[config.mk]
export PLATFORM = sky130hd
export DESIGN_NAME = regfile_wb_arbiter
export DESIGN_NICKNAME = d
export VERILOG_FILES = /design/src/rtl/regfile_pkg.sv /design/src/rtl/rr_arb2.sv /design/src/rtl/regfile_wb_arbiter.sv
export SDC_FILE = /design/constraint.sdc
export NUM_CORES = 1
export LEC_CHECK = 0
export CORE_MARGIN = 1
export CORE_UTILIZATION = 44
export DETAILED_ROUTE_END_ITERATION = 6
export PLACE_DENSITY_LB_ADDON = 0.25
export SYNTH_ARGS = -nofsm -noshare
export SYNTH_HDL_FRONTEND = slang
export SYNTH_SLANG_ARGS = --single-unit
[constraint.sdc]
create_clock -name clk -period 5.5 [get_ports clk]
set_clock_uncertainty 0.2 [all_clocks]
set_input_delay 1.1 -clock clk [delete_from_list [all_inputs] [get_ports clk]]
set_output_delay 1.1 -clock clk [all_outputs]
set_load 0.02 [all_outputs]
[src/rtl/regfile_pkg.sv]
// Shared defaults and writeback source encoding for the register-file
// writeback arbiter and its round-robin grant logic.
package regfile_pkg;

  localparam int DATA_WIDTH = 32;
  localparam int ADDR_WIDTH = 5;
  localparam int CNT_WIDTH  = 8;

  typedef enum logic {
    SRC_ALU = 1'b0,
    SRC_MEM = 1'b1
  } src_e;

endpackage

[src/rtl/rr_arb2.sv]
// Two-way round-robin grant: a lone requester always wins, and under
// contention the source named by ptr wins. Purely combinational.
module rr_arb2
  import regfile_pkg::*;
(
  input  logic [1:0] req,
  input  src_e       ptr,
  output logic [1:0] gnt
);

  always_comb begin
    gnt = req;
    if (req == 2'b11) begin
      gnt = (ptr == SRC_MEM) ? 2'b10 : 2'b01;
    end
  end

endmodule

[src/rtl/regfile_wb_arbiter.sv]
// Arbitrates ALU and load-unit writebacks onto a single register-file write
// port with one cycle of latency, and counts contended cycles.
module regfile_wb_arbiter #(
  parameter int DATA_WIDTH = regfile_pkg::DATA_WIDTH,
  parameter int ADDR_WIDTH = regfile_pkg::ADDR_WIDTH,
  parameter int CNT_WIDTH  = regfile_pkg::CNT_WIDTH
) (
  input  logic                  clk,
  input  logic                  rst,
  input  logic                  aluValid,
  input  logic [ADDR_WIDTH-1:0] aluReg,
  input  logic [DATA_WIDTH-1:0] aluData,
  output logic                  aluReady,
  input  logic                  memValid,
  input  logic [ADDR_WIDTH-1:0] memReg,
  input  logic [DATA_WIDTH-1:0] memData,
  output logic                  memReady,
  input  logic                  holdWb,
  output logic                  write,
  output logic [ADDR_WIDTH-1:0] writeReg,
  output logic [DATA_WIDTH-1:0] writeData,
  output logic [CNT_WIDTH-1:0]  contendCount
);
  import regfile_pkg::*;

  function automatic logic [CNT_WIDTH-1:0] sat_inc(input logic [CNT_WIDTH-1:0] v);
    return (&v) ? v : v + {{(CNT_WIDTH-1){1'b0}}, 1'b1};
  endfunction

  logic                  write_q, write_d;
  logic [ADDR_WIDTH-1:0] writeReg_q, writeReg_d;
  logic [DATA_WIDTH-1:0] writeData_q, writeData_d;
  logic [CNT_WIDTH-1:0]  cnt_q, cnt_d;
  src_e                  rrPtr_q, rrPtr_d;

  logic [1:0]            req, gnt;
  logic                  contended, xfer;
  logic [ADDR_WIDTH-1:0] xferReg;
  logic [DATA_WIDTH-1:0] xferData;

  // Reset and freeze mask the requests so neither source can be granted.
  assign req       = (rst || holdWb) ? 2'b00 : {memValid, aluValid};
  assign contended = aluValid && memValid && !holdWb;

  rr_arb2 u_arb (
    .req (req),
    .ptr (rrPtr_q),
    .gnt (gnt)
  );

  assign aluReady = gnt[0];
  assign memReady = gnt[1];
  assign xfer     = |gnt;
  assign xferReg  = gnt[1] ? memReg  : aluReg;
  assign xferData = gnt[1] ? memData : aluData;

  always_comb begin
    write_d     = 1'b0;
    writeReg_d  = writeReg_q;
    writeData_d = writeData_q;
    rrPtr_d     = rrPtr_q;
    cnt_d       = contended ? sat_inc(cnt_q) : cnt_q;
    if (xfer && (xferReg != '0)) begin
      write_d     = 1'b1;
      writeReg_d  = xferReg;
      writeData_d = xferData;
    end
    if (xfer && contended) begin
      rrPtr_d = gnt[1] ? SRC_ALU : SRC_MEM;
    end
  end

  always_ff @(posedge clk) begin
    if (rst) begin
      write_q     <= 1'b0;
      writeReg_q  <= '0;
      writeData_q <= '0;
      rrPtr_q     <= SRC_ALU;
      cnt_q       <= '0;
    end else begin
      write_q     <= write_d;
      writeReg_q  <= writeReg_d;
      writeData_q <= writeData_d;
      rrPtr_q     <= rrPtr_d;
      cnt_q       <= cnt_d;
    end
  end

  // A reset landing right after a transfer must also kill the pending strobe.
  assign write        = write_q && !rst;
  assign writeReg     = writeReg_q;
  assign writeData    = writeData_q;
  assign contendCount = cnt_q;

endmodule

## Word-level counts from Yosys, hierarchy flattened

Cells that the tools add are included.

| cells by class | value |
|---|---|
| add/subtract/negate cells | 1 |
| multipliers | 0 |
| div/mod/pow operators | 0 |
| $lt $le $gt $ge | 0 |
| eq/ne operators | 1 |
| shift-type cells | 0 |
| muxes and demuxes | 7 |
| bitwise gates (word level) | 1 |
| reduce and logical (&&, ||, !) cells | 12 |

Operators by type and width:

| kind | count |
|---|---|
| $mux W32 | 1 |
| $add A8 B1 Y8 const B | 1 |
| $reduce_and A8 Y1 | 1 |
| $mux W2 | 3 |
| $logic_and A1 B1 Y1 | 5 |
| $mux W5 | 1 |
| $reduce_bool A5 Y1 | 1 |
| $eq A2 B2 Y1 const B | 1 |
| $logic_not A1 Y1 | 2 |
| $mux W1 | 2 |
| $reduce_and A2 Y1 | 1 |
| $reduce_or A2 Y1 | 1 |
| $logic_or A1 B1 Y1 | 1 |
| $not A1 Y1 | 1 |

| storage, ports and cells | value |
|---|---|
| register bits | 47 |
| bits in latches | 0 |
| memory bits (writable) | 0 |
| ROM bits | 0 |
| output and inout bits | 48 |
| memories kept | 0 |

## Longest topological paths before layout

Gate-level depths: netlist (run 1).

| logic depth | value |
|---|---|
| word-level depth | 8 |
| mapped depth | 6 |
| depth with buffers taken out | 5 |

## Cells and area by module

From an unflattened synthesis (run 1), not the netlist that was laid out.

| unflattened totals | value |
|---|---|
| cells, all modules | 304 |
| area total of the unflattened synthesis | 2576.2 µm² |

By module, submodules not included:

| module | times used | cells an instance | area an instance (µm²) | seq. area each (µm²) |
|---|---|---|---|---|
| regfile_wb_arbiter | 1 | 301 | 2557.5 | 940.9 |
| rr_arb2 | 1 | 3 | 18.8 | 0.0 |

## Worst setup path after synthesis (run 1)

OpenSTA, ideal clock, no wires.

| timing | value |
|---|---|
| path kind | input -> output |
| from | input holdWb |
| to | output memReady |
| arrival time | 1842 ps |
| path slack | 2358 ps |
| cell stages on the path | 4 |
| buffers on the path | 1 |
| path through | nor2_1 nand3_1 inv_2 clkbuf_1 |

| between the ends | value |
|---|---|
| word-level cells in the longest chain between the ends | 4 |

RTL lines:

| what | line | RTL |
|---|---|---|
| start, declared | regfile_wb_arbiter.sv:18 | `input logic holdWb,` |
| $logic_or A1 B1 Y1 * | regfile_wb_arbiter.sv:42 | `assign req = (rst \|\| holdWb) ? 2'b00 : {memValid, aluValid};` |
| $mux W2 * | regfile_wb_arbiter.sv:42 |  |
| $eq A2 B2 Y1 | rr_arb2.sv:13 | `if (req == 2'b11) begin` |
| $mux W2 * | rr_arb2.sv:13 |  |
| end, declared | regfile_wb_arbiter.sv:17 | `output logic memReady,` |

Every way passes the cells marked *; elsewhere a longest branch is shown, timed or not.

## Final worst setup path (run 1)

| timing | value |
|---|---|
| from | input memValid |
| to | output aluReady |

| between the ends | value |
|---|---|
| word-level cells in the longest chain between the ends | 3 |

RTL lines:

| what | line | RTL |
|---|---|---|
| start, declared | regfile_wb_arbiter.sv:14 | `input logic memValid,` |
| $mux W2 | regfile_wb_arbiter.sv:42 |  |
| $eq A2 B2 Y1 | rr_arb2.sv:13 |  |
| $mux W2 | rr_arb2.sv:13 |  |
| end, declared | regfile_wb_arbiter.sv:13 | `output logic aluReady,` |

No other way between the ends.

==> results of run 1 <==
-- layout make-up --
type	count	area, um2
fill	456	1730
timing repair buffer	130	1290
clock buffer	7	76.3
inverter	1	3.75
clock inverter	1	5.00
sequential	47	941
tap	72	90.1
multi-input combinational	195	1550
-- state kept, by name, indices dropped and copies added, names as in the netlist --
register and count:
contendCount 8, rrPtr_q 1, writeData 32, writeReg 5, write_q 1
-- stage by stage --
step | hold WS (ps) | setup WS (ps) | util, % | area (um2) | std cells
2_1_floorplan | 298 | 2360 | - | 2660 | 270
4_1_cts | 301 | 1300 | 69.6 | 3950 | 453
3_3_place_gp | 279 | 1340 | 68.1 | 3870 | 445
5_1_grt | 345 | 1200 | 69.6 | 3950 | 453
3_5_place_dp | 289 | 1320 | 68.1 | 3870 | 445
6_report | 300 | 1280 | 69.6 | 3950 | 453
-- worst max path at each step --
| stage | startpoint | endpoint | cells past startpoint |
|---|---|---|---|
| 5_1_grt | memValid | aluReady | 4 |
| 4_1_cts | memValid | aluReady | 4 |
| 3_5_place_dp | memValid | aluReady | 4 |
| 2_1_floorplan | holdWb | memReady | 4 |
| 6_report | memValid | aluReady | 4 |
| 3_3_place_gp | memValid | aluReady | 4 |
-- kinds of logic (layout without fill, tap and decap cells) --
kind of cell / after synthesis / after routing / synth area share (%)
AO/OA/AOI/OAI: 88 / 88 / 38.6
flip-flops: 47 / 47 / 35.4
multiplexers: 1 / 1 / 0.376
AND/OR/NAND/NOR: 99 / 99 / 16.0
XOR/XNOR: 6 / 6 / 1.97
buffers and inverters: 28 / 139 / 7.15
adder cells (fa/ha/maj): 1 / 1 / 0.470
-- report_power, final --
group | switching [mW] | internal, mW | total (mW)
Sequential | 0.0144 | 0.361 | 0.376
Clock | 0.115 | 0.0895 | 0.205
Combinational | 0.104 | 0.125 | 0.230
-- routing by layer --
metal / track usage (%) / up-vias / wire [um]
li1: - / 1235 / -
met1: 29.6 / 1236 / 3260
met2: 41.4 / 94 / 3560
met3: 3.31 / 10 / 392
met4: 6.79 / 0 / 90
met5: 0 / - / 0
-- layout by cell type (no fill, tap or decap) --
| cell type | instances |
|---|---|
| a211oi_1 | 5 |
| a211oi_2 | 30 |
| a21oi_1 | 4 |
| a22oi_1 | 3 |
| a311oi_1 | 5 |
| a311oi_2 | 29 |
| and2_1 | 2 |
| and3_1 | 2 |
| and3b_1 | 1 |
| buf_2 | 1 |
| buf_4 | 4 |
| clkbuf_1 | 2 |
| clkbuf_8 | 5 |
| clkdlybuf4s50_1 | 125 |
| clkinv_2 | 1 |
| dfxtp_1 | 47 |
| ha_1 | 1 |
| inv_2 | 1 |
| mux2i_1 | 1 |
| nand2_1 | 70 |
| nand2_2 | 1 |
| nand2b_1 | 2 |
| nand3_1 | 2 |
| nand3_2 | 1 |
| nand3b_1 | 1 |
| nand4_1 | 1 |
| nor2_1 | 10 |
| nor2b_1 | 1 |
| nor3_1 | 1 |
| nor4bb_1 | 1 |
| o211a_2 | 1 |
| o211ai_1 | 6 |
| o211ai_2 | 1 |
| o21ai_0 | 2 |
| o21ai_4 | 1 |
| o31ai_1 | 1 |
| or4_1 | 2 |
| or4_4 | 1 |
| xnor2_1 | 2 |
| xor2_1 | 4 |
-- critical path, cell delays in order --
cell,delay [ps]
clkdlybuf4s50_1,470
a211oi_1,460
and2_1,270
clkdlybuf4s50_1,620
==> impl_metrics.env, run 1 <==
export IMPL_rr_worst_depth=4
export IMPL_syn_nets=350
export IMPL_die_x_um=79.8
export IMPL_start_util_pct=46.9
export IMPL_post_cts_buffers=0
export IMPL_relSlewSlack_pct=23.8
export IMPL_cp_start_kind="input port"
export IMPL_final_antenna_net_count=0
export IMPL_crit_path_max_fanout=4
export IMPL_die_h_um=79.8
export IMPL_grt_pass1_wl_um=11800
export IMPL_cts_buffers=5
export IMPL_wire_per_inst_um=16.1
export IMPL_io_pins=127
export IMPL_track_usage_pct=23.5
export IMPL_die_area_um2=6360
export IMPL_antenna_found_initial=0
export IMPL_clk_pin_slew_ps=90
export IMPL_worst_slew_pin_slew_ps=1140
export IMPL_power_density_nw_per_um2=205
export IMPL_status="finished, final reports clean"
export IMPL_ys_flop_type="dfxtp_1"
export IMPL_maxCapViolCount=0
export IMPL_synthCells=270
export IMPL_worstSetupPathType="in -> out"
export IMPL_rsz0062_at_grt="false"
export IMPL_wl_um=7300
export IMPL_cts_buffer_depth=2
export IMPL_yosys_warnings=0
export IMPL_r2r_end="writeData[29]$_SDFFE_PP0P_"
export IMPL_num_rows=27
export IMPL_synth_top_area_cell="dfxtp_1"
export IMPL_syn_area_um2=2660
export IMPL_cp_required_ps=4200
export IMPL_post_route_min_period_ps=4230
export IMPL_postCtsResizedCells=0
export IMPL_io_buffers=126
export IMPL_cp_arrival_ps=2920
export IMPL_nets=460
export IMPL_hold_depth=2
export IMPL_yosysSeqAreaShare_pct=35.4
export IMPL_dp_hpwl_um=4820
export IMPL_synth_most_common_cell="nand2_1"
export IMPL_grt_ovfl_total=0
export IMPL_first_pass_iters=4
export IMPL_syn_area_per_cell_um2=9.86
export IMPL_cts_sinks=47
export IMPL_async_reset_ff_share_pct=0
export IMPL_hold_start="contendCount[6]$_SDFFE_PP0P_"
export IMPL_vias_per_cell=5.68
export IMPL_vias=2575
export IMPL_syn2layout_area_growth_pct=48.3
export IMPL_yosysUniqueCellTypes=37
export IMPL_finalSetupViolCount=0
export IMPL_clk_latency_ps=300
export IMPL_dr_first_iter_drc_count=120
export IMPL_grt_max_degree=72
export IMPL_cts_tree="yes"
export IMPL_r2r_slack_ps=2970
export IMPL_ys_ff_latch=47
export IMPL_synth_edf_count=0
export IMPL_finalHoldViolations=0
export IMPL_max_freq_mhz=237
export IMPL_num_antenna_cells=0
export IMPL_drv_slew=0
export IMPL_min_to="contendCount[6]$_SDFFE_PP0P_"
export IMPL_synth_area_top_cells="dfxtp_1, a311oi_2, a211oi_2, nand2_1, buf_12"
export IMPL_vdd_drop_max_mv=0.103
export IMPL_synth_common_cells="nand2_1, dfxtp_1, a211oi_2"
export IMPL_grt_pass1_vias=2434
export IMPL_totalPowerFinal_mw=0.810
export IMPL_tns_ps=0
export IMPL_reg2reg_from="rrPtr_q$_SDFFE_PP0P_"
export IMPL_cts_max_level=2
export IMPL_cts_root_buffer="clkbuf_8"
export IMPL_drc=0
export IMPL_postCtsHoldBufs=0
export IMPL_fin_crit_sh_pct=76.8
export IMPL_hold_path_class="reg -> reg"
export IMPL_p_leak_nw=1.32
export IMPL_layout_drive_gt1_share_pct=20.2
export IMPL_coreArea_um2=5680
export IMPL_crit_path_end_kind="output pin"
export IMPL_gp_congestion=0.826
export IMPL_synth_top_cell_area_share_pct=35.4
Note: power is estimated with default switching activity, not from simulation.
==> inputs of run 2 (changes only) <==
- CORE_UTILIZATION: 44 -> 37
- clock period: 5.5 -> 3.56 ns (I/O delays scaled with it)
==> impl_metrics.env, run 2 (synthesis gave the netlist of run 1 again) <==
export IMPL_status="finished, final reports clean"
export IMPL_first_pass_iters=4
export IMPL_dp_hpwl_um=5100
export IMPL_drc=0
export IMPL_crit_path_end_kind="output pin"
export IMPL_power_density_nw_per_um2=314
export IMPL_cts_max_level=2
export IMPL_grt_ovfl_total=0
export IMPL_wire_per_inst_um=15.7
export IMPL_totalPowerFinal_mw=1.26
export IMPL_grt_pass1_vias=2511
export IMPL_p_comb_share_pct=28.3
export IMPL_antenna_found_initial=0
export IMPL_final_common_cell="clkdlybuf4s50_1"
export IMPL_gp_congestion=0.786
export IMPL_crit_path_frequent_cell="clkdlybuf4s50_1"
export IMPL_crit_path_max_fanout=4
export IMPL_cp_top_family="buffers and inverters"
export IMPL_placed_cell_area_um2=3920
export IMPL_die_h_um=86.8
export IMPL_cts_buffers=5
export IMPL_num_antenna_cells=0
export IMPL_grt_pass1_wl_um=11800
export IMPL_layout_drive_gt1_share_pct=21.4
export IMPL_dr_first_iter_drc_count=111
export IMPL_relSlewSlack_pct=23.6
export IMPL_cp_arrival_ps=2370
export IMPL_tns_ps=0
export IMPL_fin_area_um2=4000
export IMPL_track_usage_pct=19.8
export IMPL_switching_share_pct=29.4
export IMPL_grt_max_degree=72
export IMPL_hold_path_class="reg -> reg"
export IMPL_final_cell_mix="clkdlybuf4s50_1, nand2_1, dfxtp_1"
export IMPL_largest_reg_flops=32
export IMPL_fin_crit_sh_pct=92.1
export IMPL_postCtsHoldBufs=0
export IMPL_reg2reg_from="rrPtr_q$_SDFFE_PP0P_"
export IMPL_cts_tree="yes"
export IMPL_cts_root_buffer="clkbuf_8"
export IMPL_rsz0062_at_grt="false"
export IMPL_postCtsResizedCells=0
export IMPL_drv_slew=0
export IMPL_r2r_end="writeData[8]$_SDFFE_PP0P_"
export IMPL_setup_worst_path_end="aluReady"
export IMPL_coreArea_um2=6870
export IMPL_maxCapViolCount=0
export IMPL_ff_latch_area_um2=941
export IMPL_num_rows=30
export IMPL_max_freq_mhz=305
export IMPL_placedCellCount=472
export IMPL_nets=463
export IMPL_crit_chain="clkdlybuf4s50_1 > a211oi_1 > and2_1 > clkdlybuf4s50_1"
export IMPL_clock_power_share_pct=25.5
export IMPL_worstSetupPathType="in -> out"
export IMPL_post_cts_buffers=0
export IMPL_cpPeakStageDelay_ps=640
export IMPL_whs_ps=297
export IMPL_critPathBufInv=2
export IMPL_final_antenna_net_count=0
export IMPL_wl_um=7520
export IMPL_p_switching_mw=0.370
export IMPL_slowest_stage="clkdlybuf4s50_1"
export IMPL_filler_cell_count=628
export IMPL_crit_cells=4
export IMPL_seqPwrFrac_pct=46.2
export IMPL_p_leak_nw=1.34
export IMPL_fin_cells=480
export IMPL_vias=2535
export IMPL_io_pins=127
export IMPL_clk_latency_ps=300
export IMPL_clk_pin_slew_ps=90
export IMPL_syn2layout_area_growth_pct=50.4
export IMPL_cp_start_kind="input port"
export IMPL_vias_per_cell=5.28
export IMPL_finalHoldViolations=0
export IMPL_start_util_pct=38.7
export IMPL_rr_worst_depth=5
export IMPL_vdd_drop_max_mv=0.155
export IMPL_cp_required_ps=2650
export IMPL_finalSetupViolCount=0
export IMPL_p_int_mw=0.889
export IMPL_post_route_min_period_ps=3280
export IMPL_worstSetupStartpoint="memValid"
export IMPL_cts_buffer_depth=2
export IMPL_multiInputGateArea_um2=1550
export IMPL_io_buffers=126
export IMPL_cts_sinks=47
export IMPL_r2r_slack_ps=1140
export IMPL_die_area_um2=7540
export IMPL_die_x_um=86.8
export IMPL_worst_slew_pin_slew_ps=1150
[run 2: cell types whose count changed in the layout (fill, tap and decap cells not counted), sizes merged]
| cell | previous run | this run |
|---|---|---|
| clkinv | 1 | 3 |
| buf | 5 | 8 |
| clkbuf | 7 | 5 |
[run 2: final cells by class]
| cell class | instances | share of cell area [%] |
|---|---|---|
| inverter | 1 | 0.0938 |
| clock buffer | 5 | 1.72 |
| multi-input combinational | 195 | 38.6 |
| sequential | 47 | 23.5 |
| tap | 96 | 3.00 |
| timing repair buffer | 133 | 32.7 |
| clock inverter | 3 | 0.375 |
[run 2: how the worst min path moves through the flow]
| stage | from | to | slack, ps | depth (start not counted) |
|---|---|---|---|---|
| 3_3_place_gp | contendCount[6]$_SDFFE_PP0P_ | contendCount[6]$_SDFFE_PP0P_ | 280 | 2 |
| 6_report | contendCount[6]$_SDFFE_PP0P_ | contendCount[6]$_SDFFE_PP0P_ | 300 | 2 |
| 2_1_floorplan | rrPtr_q$_SDFFE_PP0P_ | rrPtr_q$_SDFFE_PP0P_ | 300 | 2 |
| 5_1_grt | writeReg[3]$_SDFFE_PP0P_ | writeReg[3]$_SDFFE_PP0P_ | 340 | 2 |
| 3_5_place_dp | contendCount[6]$_SDFFE_PP0P_ | contendCount[6]$_SDFFE_PP0P_ | 290 | 2 |
| 4_1_cts | contendCount[6]$_SDFFE_PP0P_ | contendCount[6]$_SDFFE_PP0P_ | 300 | 2 |
[run 2: stage by stage]
stage	utilization (%)	setup WS [ps]
CTS	58.3	279
global placement	57.0	309
floorplan	-	1190
detailed placement	57.0	243
finish	58.3	283
global route	58.3	174
[run 2: worst reg2reg max path, stage by stage (launching register included)]
cell,delay (ps)
dfxtp_1,350
a211oi_1,250
buf_4,160
o211a_2,930
a211oi_1,140
a311oi_1,290
[run 2: power groups by stage]
stage                     combinational [mW]  sequential [mW]  clock [mW]
after floorplan                        0.150            0.629           0
after global placement                 0.353            0.592           0
after detailed placement               0.358            0.593           0
after CTS                              0.359            0.581       0.329
after global routing                   0.380            0.585       0.346
final                                  0.356            0.581       0.320
[run 2: per-layer routing]
metal	share of wire, %	up-vias	GRT usage, %	routed length (um)
met1	45	1228	24.2	3370
met2	50	66	35.4	3780
met5	0	-	0	0
li1	-	1234	-	-
met3	4.0	7	3.81	304
met4	0.86	0	5.00	65
==> inputs of run 3 (changes only) <==
- CELL_PAD_IN_SITES_DETAIL_PLACEMENT: default -> 1
- CELL_PAD_IN_SITES_GLOBAL_PLACEMENT: default -> 1
- CORE_UTILIZATION: 37 -> 27
==> impl_metrics.env, run 3 (synthesis gave the netlist of run 1 again) <==
export IMPL_post_route_min_period_ps=3480
export IMPL_dp_hpwl_um=5820
export IMPL_grt_pass1_wl_um=13200
export IMPL_dp_worst_setup_slack_ps=107
export IMPL_wl_um=8410
export IMPL_rsz0062_at_grt="false"
export IMPL_finalSetupViolCount=0
export IMPL_slowest_stage="clkdlybuf4s50_1"
export IMPL_cp_top_family="buffers and inverters"
export IMPL_cp_arrival_ps=2570
export IMPL_cpPeakStageDelay_ps=630
export IMPL_io_pins=127
export IMPL_dr_first_iter_drc_count=45
export IMPL_cts_max_level=2
export IMPL_num_antenna_cells=0
export IMPL_cts_buffers=5
export IMPL_vdd_drop_max_mv=0.140
export IMPL_power_density_nw_per_um2=320
export IMPL_track_usage_pct=16.3
export IMPL_worst_slack_ps=75.4
export IMPL_post_cts_buffers=0
export IMPL_gp_congestion=0.760
export IMPL_fin_area_um2=4090
export IMPL_largest_reg_flops=32
export IMPL_die_h_um=101
export IMPL_hold_depth=2
export IMPL_relSlewSlack_pct=38.0
export IMPL_fin_cells=515
export IMPL_reg2reg_from="rrPtr_q$_SDFFE_PP0P_"
export IMPL_cp_start_kind="input port"
export IMPL_critPathBufInv=2
export IMPL_crit_path_end_kind="output pin"
export IMPL_die_x_um=101
export IMPL_fin_crit_sh_pct=97.9
export IMPL_clk_pin_slew_ps=90
export IMPL_finalHoldViolations=0
export IMPL_p_leak_nw=1.36
export IMPL_cp_required_ps=2650
export IMPL_final_common_cell="clkdlybuf4s50_1"
export IMPL_start_util_pct=28.3
export IMPL_final_cell_mix="clkdlybuf4s50_1, nand2_1, dfxtp_1"
export IMPL_first_pass_iters=4
export IMPL_syn2layout_area_growth_pct=53.6
export IMPL_cts_root_buffer="clkbuf_8"
export IMPL_min_to="writeReg[0]$_SDFFE_PP0P_"
export IMPL_postCtsHoldBufs=0
export IMPL_totalPowerFinal_mw=1.31
export IMPL_crit_path_max_fanout=4
export IMPL_cts_tree="yes"
export IMPL_cts_sinks=47
export IMPL_vias=2581
export IMPL_layout_drive_gt1_share_pct=21.5
export IMPL_coreArea_um2=9420
export IMPL_postCtsResizedCells=0
export IMPL_crit_chain="clkdlybuf4s50_1 > a211oi_1 > and2_1 > clkdlybuf4s50_1"
export IMPL_drv_slew=0
export IMPL_worst_slew_pin_slew_ps=926
export IMPL_status="finished, final reports clean"
export IMPL_rr_worst_depth=5
export IMPL_num_rows=35
export IMPL_r2r_end="writeData[26]$_SDFFE_PP0P_"
export IMPL_nets=465
export IMPL_clk_latency_ps=300
export IMPL_grt_max_degree=72
export IMPL_crit_path_frequent_cell="clkdlybuf4s50_1"
export IMPL_final_antenna_net_count=0
export IMPL_cts_buffer_depth=2
export IMPL_max_freq_mhz=287
export IMPL_drc=0
export IMPL_r2r_slack_ps=1280
export IMPL_tns_ps=0
export IMPL_worstSetupPathType="in -> out"
export IMPL_antenna_found_initial=0
export IMPL_wire_per_inst_um=16.3
export IMPL_hold_start="writeReg[0]$_SDFFE_PP0P_"
export IMPL_hold_path_class="reg -> reg"
export IMPL_grt_ovfl_total=0
export IMPL_io_buffers=126
export IMPL_placed_cell_area_um2=3990
export IMPL_grt_pass1_vias=2736
export IMPL_maxCapViolCount=0
export IMPL_vias_per_cell=5.01
export IMPL_placedCellCount=507
export IMPL_die_area_um2=10300
-- run 3: per-layer routing --
| metal | GRT usage, % | vias up | part of all wire (%) |
|---|---|---|---|
| li1 | - | 1240 | - |
| met1 | 19.6 | 1260 | 44 |
| met2 | 29.4 | 72 | 49 |
| met3 | 3.31 | 9 | 4.5 |
| met4 | 4.68 | 0 | 1.6 |
| met5 | 0 | - | 0 |
-- run 3: metrics by stage --
| stage | hold slack, ps | utilization, % |
|---|---|---|
| after floorplan | 298 | - |
| after global placement | 276 | 42.4 |
| after detailed placement | 289 | 42.4 |
| after CTS | 303 | 43.4 |
| after global routing | 333 | 43.4 |
| final | 295 | 43.4 |
-- run 3: area by class of cell --
| class | instances | area [um2] |
|---|---|---|
| Sequential cell | 47 | 941 |
| Timing Repair Buffer | 135 | 1340 |
| Multi-Input combinational cell | 195 | 1550 |
| Tap cell | 129 | 161 |
| Clock buffer | 8 | 100 |
| Inverter | 1 | 3.75 |
| Fill cell | 1077 | 5330 |
-- run 3: worst max path at each step --
stage          startpoint  endpoint  slack, ps  cells after the start
3_5_place_dp     memValid  aluReady        110                      4
3_3_place_gp     memValid  aluReady        140                      4
5_1_grt          memValid  aluReady         30                      4
2_1_floorplan      holdWb  memReady       1190                      4
4_1_cts          memValid  aluReady        100                      4
6_report         memValid  aluReady         80                      4
-- run 3: worst reg2reg max path, stage by stage (launching register included) --
cell      delay (ps)
dfxtp_1          340
a211oi_1         370
o211a_2          660
buf_12           260
a211oi_2          70
a311oi_2         280
-- run 3: power by group --
group / switching (mW) / internal [mW]
Sequential: 0.0217 / 0.558
Clock: 0.187 / 0.178
Combinational: 0.164 / 0.197
